$ cat src/rtl/spi_bus_arb_if.sv
// Requester-side handshake bundle for the shared SPI bus arbiter.
// The master modport is the requester pair; the slave modport is the arbiter.
interface spi_bus_arb_if;
  logic [1:0]  req;
  logic [1:0]  lock;
  logic [2:0]  sel0;
  logic [2:0]  sel1;
  logic [15:0] cmd0;
  logic [15:0] cmd1;
  logic [1:0]  gnt;
  logic [1:0]  done;
  logic        err;
  logic [15:0] rd_data;

  modport master (
    output req, lock, sel0, sel1, cmd0, cmd1,
    input  gnt, done, err, rd_data
  );

  modport slave (
    input  req, lock, sel0, sel1, cmd0, cmd1,
    output gnt, done, err, rd_data
  );
endinterface

$ cat src/rtl/spi_bus_arb.sv
// Round-robin arbiter and sequencer for the single shared SPI master and its
// five slave selects; returns read data and a completion strobe to the grantee.
module spi_bus_arb #(
  parameter int GAP_CYC = 4,
  parameter int TMO_CYC = 1024
) (
  input  logic         clk,
  input  logic         rst_n,
  spi_bus_arb_if.slave bus,
  output logic         spi_wrt,
  output logic [15:0]  spi_cmd,
  input  logic         spi_done,
  input  logic [15:0]  spi_rd_data,
  output logic         trig_ss_n,
  output logic         ch1_ss_n,
  output logic         ch2_ss_n,
  output logic         ch3_ss_n,
  output logic         EEP_ss_n
);

  localparam int MAXC = (TMO_CYC > GAP_CYC) ? TMO_CYC : GAP_CYC;
  localparam int CW   = $clog2(MAXC) + 1;

  typedef enum logic [1:0] {
    IDLE  = 2'd0,
    SETUP = 2'd1,
    XFER  = 2'd2,
    GAP   = 2'd3
  } state_t;

  // Active-low select vector ordered {EEP, ch3, ch2, ch1, trig}.
  function automatic logic [4:0] ss_decode(input logic [2:0] sel);
    logic [4:0] ss;
    case (sel)
      3'd0:    ss = 5'b11110;
      3'd1:    ss = 5'b11101;
      3'd2:    ss = 5'b11011;
      3'd3:    ss = 5'b10111;
      3'd4:    ss = 5'b01111;
      default: ss = 5'b11111;
    endcase
    return ss;
  endfunction

  function automatic logic sel_valid(input logic [2:0] sel);
    return (sel <= 3'd4);
  endfunction

  state_t      state_r, state_nxt;
  logic [1:0]  gnt_r, gnt_nxt;
  logic [1:0]  done_r, done_nxt;
  logic        err_r, err_nxt;
  logic [15:0] rd_data_r, rd_nxt;
  logic        spi_wrt_r, wrt_nxt;
  logic [15:0] spi_cmd_r, cmd_nxt;
  logic [4:0]  ss_n_r, ss_nxt;
  logic        sel_ok_r, ok_nxt;
  logic [CW-1:0] cnt_r, cnt_nxt;
  logic        last_r, last_nxt;
  logic        grant_s;
  logic        win_s;
  logic        gi_s;
  logic [2:0]  sel_s;
  logic [15:0] cmd_s;

  // When both request, the one not served last wins; from GAP the grantee is kept.
  assign win_s = (bus.req == 2'b11) ? ~last_r : bus.req[1];
  assign gi_s  = (state_r == IDLE) ? win_s : gnt_r[1];
  assign sel_s = gi_s ? bus.sel1 : bus.sel0;
  assign cmd_s = gi_s ? bus.cmd1 : bus.cmd0;

  // Next-state and next-output logic for the grant/transfer sequencer.
  always_comb begin
    state_nxt = state_r;
    gnt_nxt   = gnt_r;
    done_nxt  = 2'b00;
    err_nxt   = 1'b0;
    rd_nxt    = rd_data_r;
    wrt_nxt   = 1'b0;
    cmd_nxt   = spi_cmd_r;
    ss_nxt    = ss_n_r;
    ok_nxt    = sel_ok_r;
    cnt_nxt   = cnt_r;
    last_nxt  = last_r;
    grant_s   = 1'b0;
    case (state_r)
      IDLE: begin
        if (|bus.req) begin
          grant_s = 1'b1;
        end else begin
          state_nxt = IDLE;
        end
      end
      SETUP: begin
        cnt_nxt = '0;
        if (sel_ok_r) begin
          state_nxt = XFER;
        end else begin
          state_nxt = GAP;
          done_nxt  = gnt_r;
          err_nxt   = 1'b1;
        end
      end
      XFER: begin
        if (spi_done) begin
          rd_nxt    = spi_rd_data;
          ss_nxt    = 5'b11111;
          done_nxt  = gnt_r;
          cnt_nxt   = '0;
          state_nxt = GAP;
        end else if (cnt_r == CW'(TMO_CYC - 1)) begin
          ss_nxt    = 5'b11111;
          done_nxt  = gnt_r;
          err_nxt   = 1'b1;
          cnt_nxt   = '0;
          state_nxt = GAP;
        end else begin
          cnt_nxt = cnt_r + CW'(1);
        end
      end
      GAP: begin
        if (cnt_r == CW'(GAP_CYC - 1)) begin
          if (|(bus.lock & bus.req & gnt_r)) begin
            grant_s = 1'b1;
          end else begin
            gnt_nxt   = 2'b00;
            last_nxt  = gnt_r[1];
            state_nxt = IDLE;
          end
        end else begin
          cnt_nxt = cnt_r + CW'(1);
        end
      end
      default: begin
        state_nxt = IDLE;
      end
    endcase
    // An invalid target is latched like any other but never selects or launches.
    if (grant_s) begin
      gnt_nxt   = gi_s ? 2'b10 : 2'b01;
      ok_nxt    = sel_valid(sel_s);
      ss_nxt    = ss_decode(sel_s);
      wrt_nxt   = sel_valid(sel_s);
      cmd_nxt   = cmd_s;
      state_nxt = SETUP;
    end else begin
      ok_nxt = ok_nxt;
    end
  end

  // State and registered outputs; reset favours requester 0.
  always_ff @(posedge clk or negedge rst_n) begin
    if (!rst_n) begin
      state_r   <= IDLE;
      gnt_r     <= 2'b00;
      done_r    <= 2'b00;
      err_r     <= 1'b0;
      rd_data_r <= 16'h0000;
      spi_wrt_r <= 1'b0;
      spi_cmd_r <= 16'h0000;
      ss_n_r    <= 5'b11111;
      sel_ok_r  <= 1'b0;
      cnt_r     <= '0;
      last_r    <= 1'b1;
    end else begin
      state_r   <= state_nxt;
      gnt_r     <= gnt_nxt;
      done_r    <= done_nxt;
      err_r     <= err_nxt;
      rd_data_r <= rd_nxt;
      spi_wrt_r <= wrt_nxt;
      spi_cmd_r <= cmd_nxt;
      ss_n_r    <= ss_nxt;
      sel_ok_r  <= ok_nxt;
      cnt_r     <= cnt_nxt;
      last_r    <= last_nxt;
    end
  end

  assign bus.gnt     = gnt_r;
  assign bus.done    = done_r;
  assign bus.err     = err_r;
  assign bus.rd_data = rd_data_r;
  assign spi_wrt     = spi_wrt_r;
  assign spi_cmd     = spi_cmd_r;
  assign {EEP_ss_n, ch3_ss_n, ch2_ss_n, ch1_ss_n, trig_ss_n} = ss_n_r;

endmodule

$ cat src/flat_wrapper.sv
// flat-port wrapper written by rule: the top's interface ports become plain ports
module spi_bus_arb_flat 
#(
  parameter int GAP_CYC = 4,
  parameter int TMO_CYC = 1024
)
  (clk, rst_n, spi_wrt, spi_cmd, spi_done, spi_rd_data, trig_ss_n, ch1_ss_n, ch2_ss_n, ch3_ss_n, EEP_ss_n, bus_req, bus_lock, bus_sel0, bus_sel1, bus_cmd0, bus_cmd1, bus_gnt, bus_done, bus_err, bus_rd_data);
  spi_bus_arb_if bus_i ();
  input  logic clk;
  input  logic rst_n;
  output logic spi_wrt;
  output logic [15:0] spi_cmd;
  input  logic spi_done;
  input  logic [15:0] spi_rd_data;
  output logic trig_ss_n;
  output logic ch1_ss_n;
  output logic ch2_ss_n;
  output logic ch3_ss_n;
  output logic EEP_ss_n;
  input wire logic [$bits(bus_i.req)-1:0] bus_req;
  input wire logic [$bits(bus_i.lock)-1:0] bus_lock;
  input wire logic [$bits(bus_i.sel0)-1:0] bus_sel0;
  input wire logic [$bits(bus_i.sel1)-1:0] bus_sel1;
  input wire logic [$bits(bus_i.cmd0)-1:0] bus_cmd0;
  input wire logic [$bits(bus_i.cmd1)-1:0] bus_cmd1;
  output wire logic [$bits(bus_i.gnt)-1:0] bus_gnt;
  output wire logic [$bits(bus_i.done)-1:0] bus_done;
  output wire logic [$bits(bus_i.err)-1:0] bus_err;
  output wire logic [$bits(bus_i.rd_data)-1:0] bus_rd_data;
  assign bus_i.req = bus_req;
  assign bus_i.lock = bus_lock;
  assign bus_i.sel0 = bus_sel0;
  assign bus_i.sel1 = bus_sel1;
  assign bus_i.cmd0 = bus_cmd0;
  assign bus_i.cmd1 = bus_cmd1;
  assign bus_gnt = bus_i.gnt;
  assign bus_done = bus_i.done;
  assign bus_err = bus_i.err;
  assign bus_rd_data = bus_i.rd_data;
  spi_bus_arb #(.GAP_CYC(GAP_CYC), .TMO_CYC(TMO_CYC)) u_core (.clk(clk), .rst_n(rst_n), .bus(bus_i), .spi_wrt(spi_wrt), .spi_cmd(spi_cmd), .spi_done(spi_done), .spi_rd_data(spi_rd_data), .trig_ss_n(trig_ss_n), .ch1_ss_n(ch1_ss_n), .ch2_ss_n(ch2_ss_n), .ch3_ss_n(ch3_ss_n), .EEP_ss_n(EEP_ss_n));
endmodule
$ cat config.mk
export PLATFORM = sky130hd
export DESIGN_NAME = spi_bus_arb_flat
export DESIGN_NICKNAME = d
export VERILOG_FILES = /design/src/rtl/spi_bus_arb_if.sv /design/src/rtl/spi_bus_arb.sv /design/src/flat_wrapper.sv
export SDC_FILE = /design/constraint.sdc
export NUM_CORES = 1
export LEC_CHECK = 0
export CORE_ASPECT_RATIO = 0.8
export CORE_MARGIN = 2
export CORE_UTILIZATION = 48
export DETAILED_ROUTE_END_ITERATION = 6
export PLACE_DENSITY_LB_ADDON = 0.08
export SLEW_MARGIN = 25
export SYNTH_ARGS = -nofsm -noshare
export SYNTH_HDL_FRONTEND = slang
export SYNTH_SLANG_ARGS = --single-unit
$ cat constraint.sdc
create_clock -name clk -period 4.15 [get_ports clk]
set_input_delay 0.415 -clock clk [delete_from_list [all_inputs] [get_ports clk]]
set_output_delay 0.415 -clock clk [all_outputs]
set_load 0.01 [all_outputs]
### After elaboration in Yosys (flattened, before gate mapping)

Index checks and enable logic that the tools add are counted.

* bits in registers: 58
* bits of input ports: 61
* output and inout bits: 43
* logic and storage cells: 85

* add/subtract/negate cells: 1
* magnitude comparators: 1
* eq/ne operators: 16
* mux-type cells: 37
* bitwise operators: 4
* reduce and logical (&&, ||, !) cells: 15

Operators by type and width (number)
* $mux 11: 3
* $pmux 11 s3: 1
* $pmux 5 s5: 1
* $mux 2: 12
* $mux 5: 4
* $mux 16: 1
* $add 11x1->11 const B: 1
* $eq 11x10->1 const B: 1
* $eq 11x2->1 const B: 1
* $mux 1: 10
* $pmux 2 s4: 1
* $eq 2x2->1 const B: 3
* $eq 3x2->1 const B: 2
* $ne 3x2->1 const B: 2
* $reduce_and 2->1: 3
* $reduce_and 3->1: 2
* $reduce_bool 2->1: 3
* $reduce_bool 3->1: 2
* $and 2x2->2: 2
* $ne 4x2->1 const B: 1
* $pmux 1 s2: 2
* $pmux 2 s2: 1
* $reduce_and 4->1: 1
* $reduce_or 2->1: 2
* 11 further kinds: 12

### Depth between registers and ports, before layout

* depth in word-level cells: 8
* depth in mapped cells: 8
* gate-level depth less buffers: 7

### Worst setup path after synthesis

Ideal clock, no wire load.

* kind: register -> register
* from: reg u_core.cnt_r[0]
* to: reg u_core.state_r[1]
* setup time: 128 ps
* arrival: 1832 ps
* required time: 4022 ps
* setup slack: 2191 ps
* stages on the path, launching flop included: 7
* buffers on the path: 0
* clock period less this slack: 1959 ps
* cell sequence: dfrtp_1 > ha_1 > nor4b_4 > and3_1 > nand3_1 > a211oi_4 > mux2_1

* word-level cells in the longest chain between the ends: 5
* elaborated cells on any way between the ends: 10
* those cells by class: 6 x eq/ne; 3 x mux; 1 x reduce/logical

RTL lines
* start: declaration: RTL line spi_bus_arb.sv:58 `logic [CW-1:0] cnt_r, cnt_nxt;`
* start signal: assignment: RTL line spi_bus_arb.sv:175 `cnt_r <= cnt_nxt;`
* $eq 11x2->1: RTL line spi_bus_arb.sv:122 `if (cnt_r == CW'(GAP_CYC - 1)) begin`
* $mux 1: RTL line spi_bus_arb.sv:122
* $pmux 1 s2: RTL line spi_bus_arb.sv:86 `case (state_r)`
* $ne 4x2->1 (no source line) (tied with other cells)
* $reduce_and 4->1 (no source line)
* end signal: assignment: RTL line spi_bus_arb.sv:166 `state_r <= state_nxt;`
* end: declaration: RTL line spi_bus_arb.sv:49 `state_t state_r, state_nxt;`

Several ways; a longest one is shown, not always the timed one.
A chain may end at the register's enable or synchronous reset.

### Final worst setup path

* from: reg u_core.cnt_r[0]
* to: reg u_core.sel_ok_r

* word-level cells in the longest chain between the ends: 3

RTL lines
* $eq 11x2->1: RTL line spi_bus_arb.sv:122
* $mux 1: RTL line spi_bus_arb.sv:122
* $pmux 1 s2: RTL line spi_bus_arb.sv:86
* end signal: assignment: RTL line spi_bus_arb.sv:174 `sel_ok_r <= ok_nxt;`
* end: declaration: RTL line spi_bus_arb.sv:57 `logic sel_ok_r, ok_nxt;`

Every way passes these cells.

==> metrics.md <==
| Metric | Value |
|---|---|
| Area grow syn2layout | `47.3%` |
| Main synth FF type | `dfrtp_1` |
| Max-Cap Viols | `0` |
| Unique masters post-synth | `46` |
| Share of post-route cells with drive strength above 1 | `14.5%` |
| Core area | `5560 um2` |
| Reg2Reg Setup Slack | `1.74 ns` |
| Total Wirelength | `6.61 mm` |
| Cts repair resizes | `0` |
| Peak supply drop | `0.467 mV` |
| Seq/Total Area, Yosys | `51.6%` |
| Remaining DRCs | `0` |
| Root buf cell | `clkbuf_8` |
| Synth Warn # | `0` |
| Slew Viols, Final | `0` |
| Post-synth EDFFs | `0` |
| Vias post-DR | `2321` |
| Combinational fraction of design power | `47.4%` |
| Crit end category | `flop` |
| GRT Util Overall | `21.4%` |
| Post-layout util | `75.0%` |
| Worst-margin pin slew | `0.709 ns` |
| Largest net degree at the start of global routing | `59` |
| CP max stage cell | `a21oi_4` |
| IO Count | `104` |
| HPWL Detailed | `4.81 mm` |
| Most frequent cells in the layout | `clkdlybuf4s50_1 (102), dfrtp_1 (52), nand2_1 (22)` |
| Routed len/inst | `15.1 um` |
| Async set or reset register ratio after synthesis | `100%` |
| Pwr/cell area | `694 nW/um2` |
| Post-layout min period | `2.41 ns` |
| Post-Synthesis Cells | `245` |
| CTS tree | `built` |
| Fmax | `416 MHz` |
| CP Max Fanout | `25` |
| Mapped Area | `2830 um2` |
| Overflow after GRT | `0` |
| CP cell instances | `ha_1 > nor4b_4 > and4_1 > a21oi_4 > buf_4 > a21oi_1 > a21o_1` |
| DIE HEIGHT | `72.7 um` |
| Placer Congestion | `0.870` |
| HP Class | `in -> async` |
| Synthesized Nets | `312` |
| Critical Path Source Type | `flop` |
| Internal Power | `1.89 mW` |
| Max stage delay on crit path | `0.50 ns` |
| Vias in the first global route | `2194` |
| Reg2Reg Launch Point | `u_core.cnt_r[0]$_DFFE_PN0P_` |
| Final worst path period share | `58.0%` |
| Clock Path Buffers | `2` |
| Crit Path Class | `reg -> reg` |
| Die W | `89.8 um` |
| Proportion of power drawn by the clock network | `19.9%` |
| Vias/cell | `5.31` |
| Clk slew on worst S/H paths | `0.07 ns` |
| Final setup vio count | `0` |
| TritonCTS buffer count | `9` |
| Worst-Skew Late Latency | `0.33 ns` |
| # placed instances | `421` |
| Final Hold Viols | `0` |
| Post-DRT Antenna Nets | `0` |
| CTS Hold Bufs | `0` |
| Initial antenna violation count | `0` |
| 1st-pass router iterations | `4` |
| Setup Skew | `0.00741 ns` |
| Leak pwr | `1.83 nW` |
| Worst EP arrival | `2.63 ns` |
| Register share of total power | `32.7%` |
| Top cells by area, synth | `dfrtp_1 (46%), mux2_2 (6.8%), mux2i_1 (6.7%)` |
| Setup TNS | `0 ns` |
| Final-stage net count | `421` |
| R2R depth | `7` |
| Sink Count | `58` |
| H-tree depth | `3` |
| Starting Density | `50.9%` |
| NetSw | `1.00 mW` |
| Mean Syn Cell Area | `11.5 um2` |
| Full die area | `6520 um2` |
| Port Buf Inserts | `103` |
| Postcts setup bufs | `0` |
| Antenna Cells | `0` |
| Post-route setup slack | `1.74 ns` |
| Reg-to-Reg End | `u_core.sel_ok_r$_DFFE_PN0N_` |
| Synthesis-stage register bit count | `58` |
| Status | `finished, final reports clean` |
| DP Worst Slack | `1.49 ns` |
| RSZ-0062 raised after global routing | `no` |
| Sw Ratio | `34.6%` |
| Top cell type's share of synthesized area | `46.0%` |
| Most common cell after layout, fill and taps aside | `clkdlybuf4s50_1` |
| # rows | `24` |
| Slew HR | `52.8%` |
| Non-Filler Instances | `437` |
| CP required | `4.38 ns` |
| 1st-iter DRT viols | `154` |
| First-pass GRT wire length | `11.0 mm` |
| Cell taking the most area after synthesis | `dfrtp_1` |
[metal layers]
metal | global-route usage [%] | part of all wire, %
met4 | 7.35 | 1.8
met3 | 7.23 | 7.6
met2 | 32.1 | 45
met5 | 0 | 0
met1 | 29.6 | 45
[stage by stage]
stage | power, mW | hold WS [ns] | instance area (um2)
4_1_cts | 2.91 | 0.243 | 4160
6_report | 2.89 | 0.205 | 4170
5_1_grt | 3.07 | 0.276 | 4170
3_3_place_gp | 2.29 | 0.466 | 3940
3_5_place_dp | 2.32 | 0.475 | 3940
2_1_floorplan | 1.70 | 0.119 | 2830
[area by class of cell]
cell class              count  area [um2]
clock buffers              11         141
clock inverters             5        77.6
fillers                   387        1390
inverters                   5        18.8
multi-input cells         174        1320
flip-flops and latches     58        1460
well taps                  78        97.6
repair buffers            106        1050
[power by group through the flow]
stage / Sequential, mW / Combinational, mW / Clock, mW
after CTS: 0.945 / 1.38 / 0.588
after global routing: 0.975 / 1.48 / 0.613
after global placement: 0.946 / 1.35 / 0
final: 0.947 / 1.37 / 0.576
after floorplan: 1.03 / 0.666 / 0
after detailed placement: 0.952 / 1.37 / 0
[worst max-delay path: cells and delay by family (launching register included)]
family / cells / cell delay (ns)
AO/OA/AOI/OAI: 3 / 0.74
adder cells (fa/ha/maj): 1 / 0.32
buffers and inverters: 1 / 0.32
flip-flops: 1 / 0.45
AND/OR/NAND/NOR: 2 / 0.46
[sequential cells by signal, summed over array words and instances, names as in the netlist]
register	count
u_core.bus.rd_data	16
u_core.spi_cmd	16
u_core.cnt_r	11
u_core.ss_n_r	5
u_core.bus.done	2
u_core.bus.gnt	2
u_core.state_r	2
u_core.bus.err	1
u_core.last_r	1
u_core.sel_ok_r	1
u_core.spi_wrt	1
[Yosys cell counts, types with 4 or more instances]
library cell	count
o21ai_0	5
mux2_2	17
nand4_1	4
ha_1	6
nor2_1	17
buf_2	4
xor2_1	7
a21oi_1	4
mux2i_1	19
dfrtp_1	52
o21ai_1	17
nand3_1	11
inv_1	5
nand2_1	22
nor2b_1	4
dfstp_2	6
[how the worst max path moves through the flow]
stage | startpoint | end | slack, ns | depth (start not counted)
6_report | u_core.cnt_r[0]$_DFFE_PN0P_ | u_core.sel_ok_r$_DFFE_PN0N_ | 1.74 | 7
5_1_grt | u_core.cnt_r[0]$_DFFE_PN0P_ | u_core.sel_ok_r$_DFFE_PN0N_ | 1.58 | 7
4_1_cts | u_core.cnt_r[0]$_DFFE_PN0P_ | u_core.sel_ok_r$_DFFE_PN0N_ | 1.46 | 7
3_5_place_dp | bus_req[1] | u_core.sel_ok_r$_DFFE_PN0N_ | 1.49 | 7
3_3_place_gp | bus_req[1] | u_core.sel_ok_r$_DFFE_PN0N_ | 1.53 | 7
2_1_floorplan | u_core.cnt_r[0]$_DFFE_PN0P_ | u_core.state_r[1]$_DFFE_PN0P_ | 2.19 | 6
[cell families after synthesis]
family                     Yosys count  synth area share, %
buffers and inverters               13                 2.17
xor gates and xnor gates             9                 2.79
AOI/OAI and AO/OA                   43                 10.6
adders and majority gates            6                 2.65
DFF                                 58                 51.6
and+or+nand+nor                     78                 15.9
muxes                               38                 14.3
Note: power is estimated with default switching activity, not from simulation.
